==> config.mk <==
export PLATFORM = sky130hd
export DESIGN_NAME = reg_file_clr
export DESIGN_NICKNAME = d
export VERILOG_FILES = /design/src/rtl/reg_file_clr.sv
export SDC_FILE = /design/constraint.sdc
export NUM_CORES = 1
export LEC_CHECK = 0
export CELL_PAD_IN_SITES_DETAIL_PLACEMENT = 0
export CELL_PAD_IN_SITES_GLOBAL_PLACEMENT = 2
export CORE_AREA = 2 2 346 348
export DETAILED_ROUTE_END_ITERATION = 16
export DIE_AREA = 0 0 348 350
export PLACE_DENSITY_LB_ADDON = 0.25
export SYNTH_ARGS = -nofsm -noshare
export SYNTH_HDL_FRONTEND = slang
export SYNTH_SLANG_ARGS = --single-unit
export TNS_END_PERCENT = 10
==> constraint.sdc <==
create_clock -name Clk -period 9.87 [get_ports Clk]
set_input_delay 1.4805 -clock Clk [delete_from_list [all_inputs] [get_ports Clk]]
set_output_delay 1.4805 -clock Clk [all_outputs]
set_load 0.005 [all_outputs]
==> src/rtl/reg_file_clr.sv <==
// 2-read/1-write register file with synchronous reset, one-entry-per-clock soft-clear sweep
// and Busy flag. Define REGFILE_BYPASS_EN to forward same-cycle write data to the read ports.
module reg_file_clr #(
  parameter int unsigned DATA_W   = 32,
  parameter int unsigned ADDR_W   = 5,
  parameter int unsigned ZERO_REG = 1
) (
  input  logic              Clk,
  input  logic              Rst,
  input  logic              Clr,
  input  logic              Wren,
  input  logic [ADDR_W-1:0] Regw,
  input  logic [DATA_W-1:0] wBus,
  input  logic [ADDR_W-1:0] Regs,
  input  logic [ADDR_W-1:0] Regt,
  output logic [DATA_W-1:0] outputReg1,
  output logic [DATA_W-1:0] outputReg2,
  output logic              Busy
);

  localparam int unsigned       DEPTH   = 2 ** ADDR_W;
  localparam logic [ADDR_W-1:0] CntLast = ADDR_W'(DEPTH - 1);

  typedef enum logic [0:0] {StIdle, StClear} state_e;

  state_e            state_q, state_d;
  logic [ADDR_W-1:0] cnt_q, cnt_d;
  logic [DATA_W-1:0] mem_q [DEPTH];

  logic              mem_we;
  logic [ADDR_W-1:0] mem_waddr;
  logic [DATA_W-1:0] mem_wdata;
  logic              busy;
  logic              wr_ok;

  assign busy = (state_q == StClear);
  assign Busy = busy;

  // A host write lands only in IDLE, with no reset/clear, and never on a hardwired r0.
  assign wr_ok = (state_q == StIdle) && Wren && !Rst && !Clr &&
                 !((ZERO_REG != 0) && (Regw == '0));

  always_comb begin
    state_d   = state_q;
    cnt_d     = cnt_q;
    mem_we    = 1'b0;
    mem_waddr = Regw;
    mem_wdata = wBus;
    unique case (state_q)
      StIdle: begin
        if (Clr) begin
          state_d = StClear;
          cnt_d   = '0;
        end else if (wr_ok) begin
          mem_we = 1'b1;
        end
      end
      StClear: begin
        mem_we    = 1'b1;
        mem_waddr = cnt_q;
        mem_wdata = '0;
        if (Clr) begin
          cnt_d = '0;
        end else if (cnt_q == CntLast) begin
          state_d = StIdle;
          cnt_d   = '0;
        end else begin
          cnt_d = cnt_q + ADDR_W'(1);
        end
      end
      default: begin
        state_d = StIdle;
      end
    endcase
    // Reset only restarts the sweep; it never touches storage itself.
    if (Rst) begin
      mem_we = 1'b0;
    end
  end

  always_ff @(posedge Clk) begin
    if (Rst) begin
      state_q <= StClear;
      cnt_q   <= '0;
    end else begin
      state_q <= state_d;
      cnt_q   <= cnt_d;
    end
  end

  // Storage has no reset so it can map onto RAM; the sweep zeroes it instead.
  always_ff @(posedge Clk) begin
    if (mem_we) begin
      mem_q[mem_waddr] <= mem_wdata;
    end
  end

  always_comb begin
    outputReg1 = mem_q[Regs];
    outputReg2 = mem_q[Regt];
`ifdef REGFILE_BYPASS_EN
    if (wr_ok && (Regs == Regw)) begin
      outputReg1 = wBus;
    end
    if (wr_ok && (Regt == Regw)) begin
      outputReg2 = wBus;
    end
`endif
    if (busy || ((ZERO_REG != 0) && (Regs == '0))) begin
      outputReg1 = '0;
    end
    if (busy || ((ZERO_REG != 0) && (Regt == '0))) begin
      outputReg2 = '0;
    end
  end

endmodule

==> impl_metrics.json <==
{
  "crit-reg2reg-launch": "Busy",
  "die_area_um2": 122000,
  "drc_errors": 0,
  "peakVddDrop_v": 0.000135,
  "cts.clk_slew.worst_paths_ns": 0.05,
  "portBuffers": 115,
  "core_area_um2": 118000,
  "final_cell_count_no_fill": 4565,
  "final_nets": 2985,
  "crit_path_start_kind": "input port",
  "area_growth_pct": 14.0,
  "cp-end-kind": "primary output",
  "clockBufferDepth": 3,
  "fin_skew_ns": 0.0272,
  "cts_tree": "done",
  "die-width_um": 348,
  "crit_slowest_cell": "buf_4",
  "wl_per_cell_um": 38.1,
  "period_share": 0.702,
  "drt_iter0_markers": 4211,
  "grt_max_degree": 105,
  "die_y_um": 350,
  "setup_tns_ns": 0,
  "grt_overflow": 0,
  "routed_wl_um": 174000,
  "crit_top_cell": "buf_4",
  "yosysTopAreaCellShare": 0.638,
  "cts_setup_buffers": 0,
  "status": "finished, final reports clean",
  "powerDensity_nw_per_um2": 175,
  "crit_chain": "buf_8 > buf_4 > buf_4 > mux4_2 > and3_1 > a21oi_1 > nand4_1 > clkdlybuf4s50_1",
  "async_flop_share": 0,
  "rows": 126,
  "hp-start": "cnt_q[4]",
  "postRouteAntennaNets": 0,
  "placed_cells": 4353,
  "critPathRequiredTime_ns": 8.39,
  "postCtsHoldBufs": 0,
  "critPathMaxFanout": 57,
  "crit_family": "buffers and inverters",
  "avgSynthCellArea_um2": 16.9,
  "yosysSeqAreaShare": 0.641,
  "cts.repair.resized": 0,
  "ys_ff_latch": 1030,
  "grt_pass1_wl_um": 238000,
  "clock_latency_ns": 0.72,
  "hold_viol": 0,
  "worst_slack_ns": 2.94,
  "dpl_worst_slack_ns": 2.97,
  "layout-drive-gt1-share": 0.200,
  "synth-edff-count": 1024,
  "p_leak_nw": 18.7,
  "finalSetupViolations": 0,
  "cp_num_buf_inv": 4,
  "syn_area_um2": 48200,
  "yosys.area.top_type": "edfxtp_1",
  "vias_per_cell": 6.64,
  "groute.usage.overall": 0.283,
  "layout_commonest_cell": "edfxtp_1",
  "syn_nets": 2907,
  "antenna_found_initial": 9,
  "synth_cell_type_count": 42,
  "startpoint": "Regt[2]",
  "firstDrtPassIters": 6,
  "arrival_ns": 5.45,
  "vias": 30300,
  "netlist_instances": 2854,
  "layout_common_cells": "edfxtp_1, mux2i_1, a22oi_1",
  "grt_setup_unrepaired": "false",
  "ys.flop_type": "edfxtp_1",
  "hp-class": "reg2reg",
  "cts.htree.levels": 3,
  "maxSlewViolCount": 0,
  "clock.fmax_mhz": 144,
  "cts_buffers": 113,
  "initial_core_util": 0.409,
  "cts_sinks": 1030,
  "period_minus_slack_ns": 6.93,
  "max_stage_delay_ns": 0.91,
  "maxSlewHeadroom": 0.0927,
  "clockRootBuffer": "clkbuf_16",
  "gp_routability_congestion": 0.812,
  "total_power_mw": 9.63,
  "post-route-util": 0.466,
  "path_class": "in2out",
  "worst_slew_pin_slew_ns": 1.35,
  "yosys_warnings": 0,
  "hpwl_um": 92600,
  "yosys-top-cells-area": "edfxtp_1, mux4_2, mux2i_1, a22oi_1, nand3_1",
  "first_global_vias": 30000,
  "io_pins": 116,
  "drv_cap": 0
}
state kept, by name, indices dropped and copies added, names as in the netlist:
name	count
cnt_q	5
mem_q	1024
Busy	1
per-stage QoR:
step,cell area (µm²),hold WS [ns]
global route,54900,0.595
CTS,54900,0.568
global placement,51100,0.553
detailed placement,51100,0.558
floorplan,48200,0.508
finish,54900,0.564
tightest hold or removal path: stages (launching register included):
cell and delay [ns]:
dfxtp_1 0.34, mux2i_1 0.13, nor2_1 0.05
cell usage after synthesis, drive strengths merged, types with 3 or more instances:
cell type,instances
a21oi,67
a22o,29
a22oi,261
a31oi,29
and2,7
and3,36
buf,145
clkbuf,83
dfxtp,6
edfxtp,1024
mux2,6
mux2i,523
mux4,254
nand2,63
nand3,137
nand4,65
nor2,50
nor2b,41
nor3b,3
nor4b,3
o211ai,4
area by class of cell:
cell class / count / area (µm²)
fillers: 9871 / 62900
flip-flops and latches: 1030 / 30900
multi-input cells: 1596 / 16600
clock buffers: 135 / 2910
well taps: 1536 / 1920
repair buffers: 191 / 1770
clock inverters: 75 / 850
diodes: 2 / 5.00
routing by layer:
| metal | wire length, µm | up-vias | GRT usage |
|---|---|---|---|
| met3 | 16600 | 348 | 0.0537 |
| met2 | 80000 | 1797 | 0.445 |
| li1 | - | 12100 | - |
| met1 | 70200 | 16100 | 0.392 |
| met5 | 0 | - | 0 |
| met4 | 7140 | 0 | 0.104 |
final timing paths:
kind / slack [ns] / endpoint / cells past startpoint
max: 2.94 / outputReg2[14] / 8
min: 0.56 / cnt_q[4] / 2
max reg2reg: 6.52 / mem_q[15][22] / 4
min reg2reg: 0.56 / cnt_q[4] / 2
cells by family after synthesis:
logic type / after synthesis / share of synthesized area
AO/OA/AOI/OAI: 396 / 0.0587
adder cells (fa/ha/maj): 2 / 0.000519
buffers and inverters: 228 / 0.0257
flip-flops: 1030 / 0.641
multiplexers: 783 / 0.229
AND/OR/NAND/NOR: 415 / 0.0454
power breakdown:
group	internal (mW)	switching [mW]	total [mW]	leakage, nW
combinational	0.223	0.325	0.548	7.28
sequential	4.75	0.00703	4.76	9.59
clock	2.56	1.76	4.32	1.83
total	7.54	2.09	9.63	18.7
No activity file was read; power rests on OpenSTA's default activity.
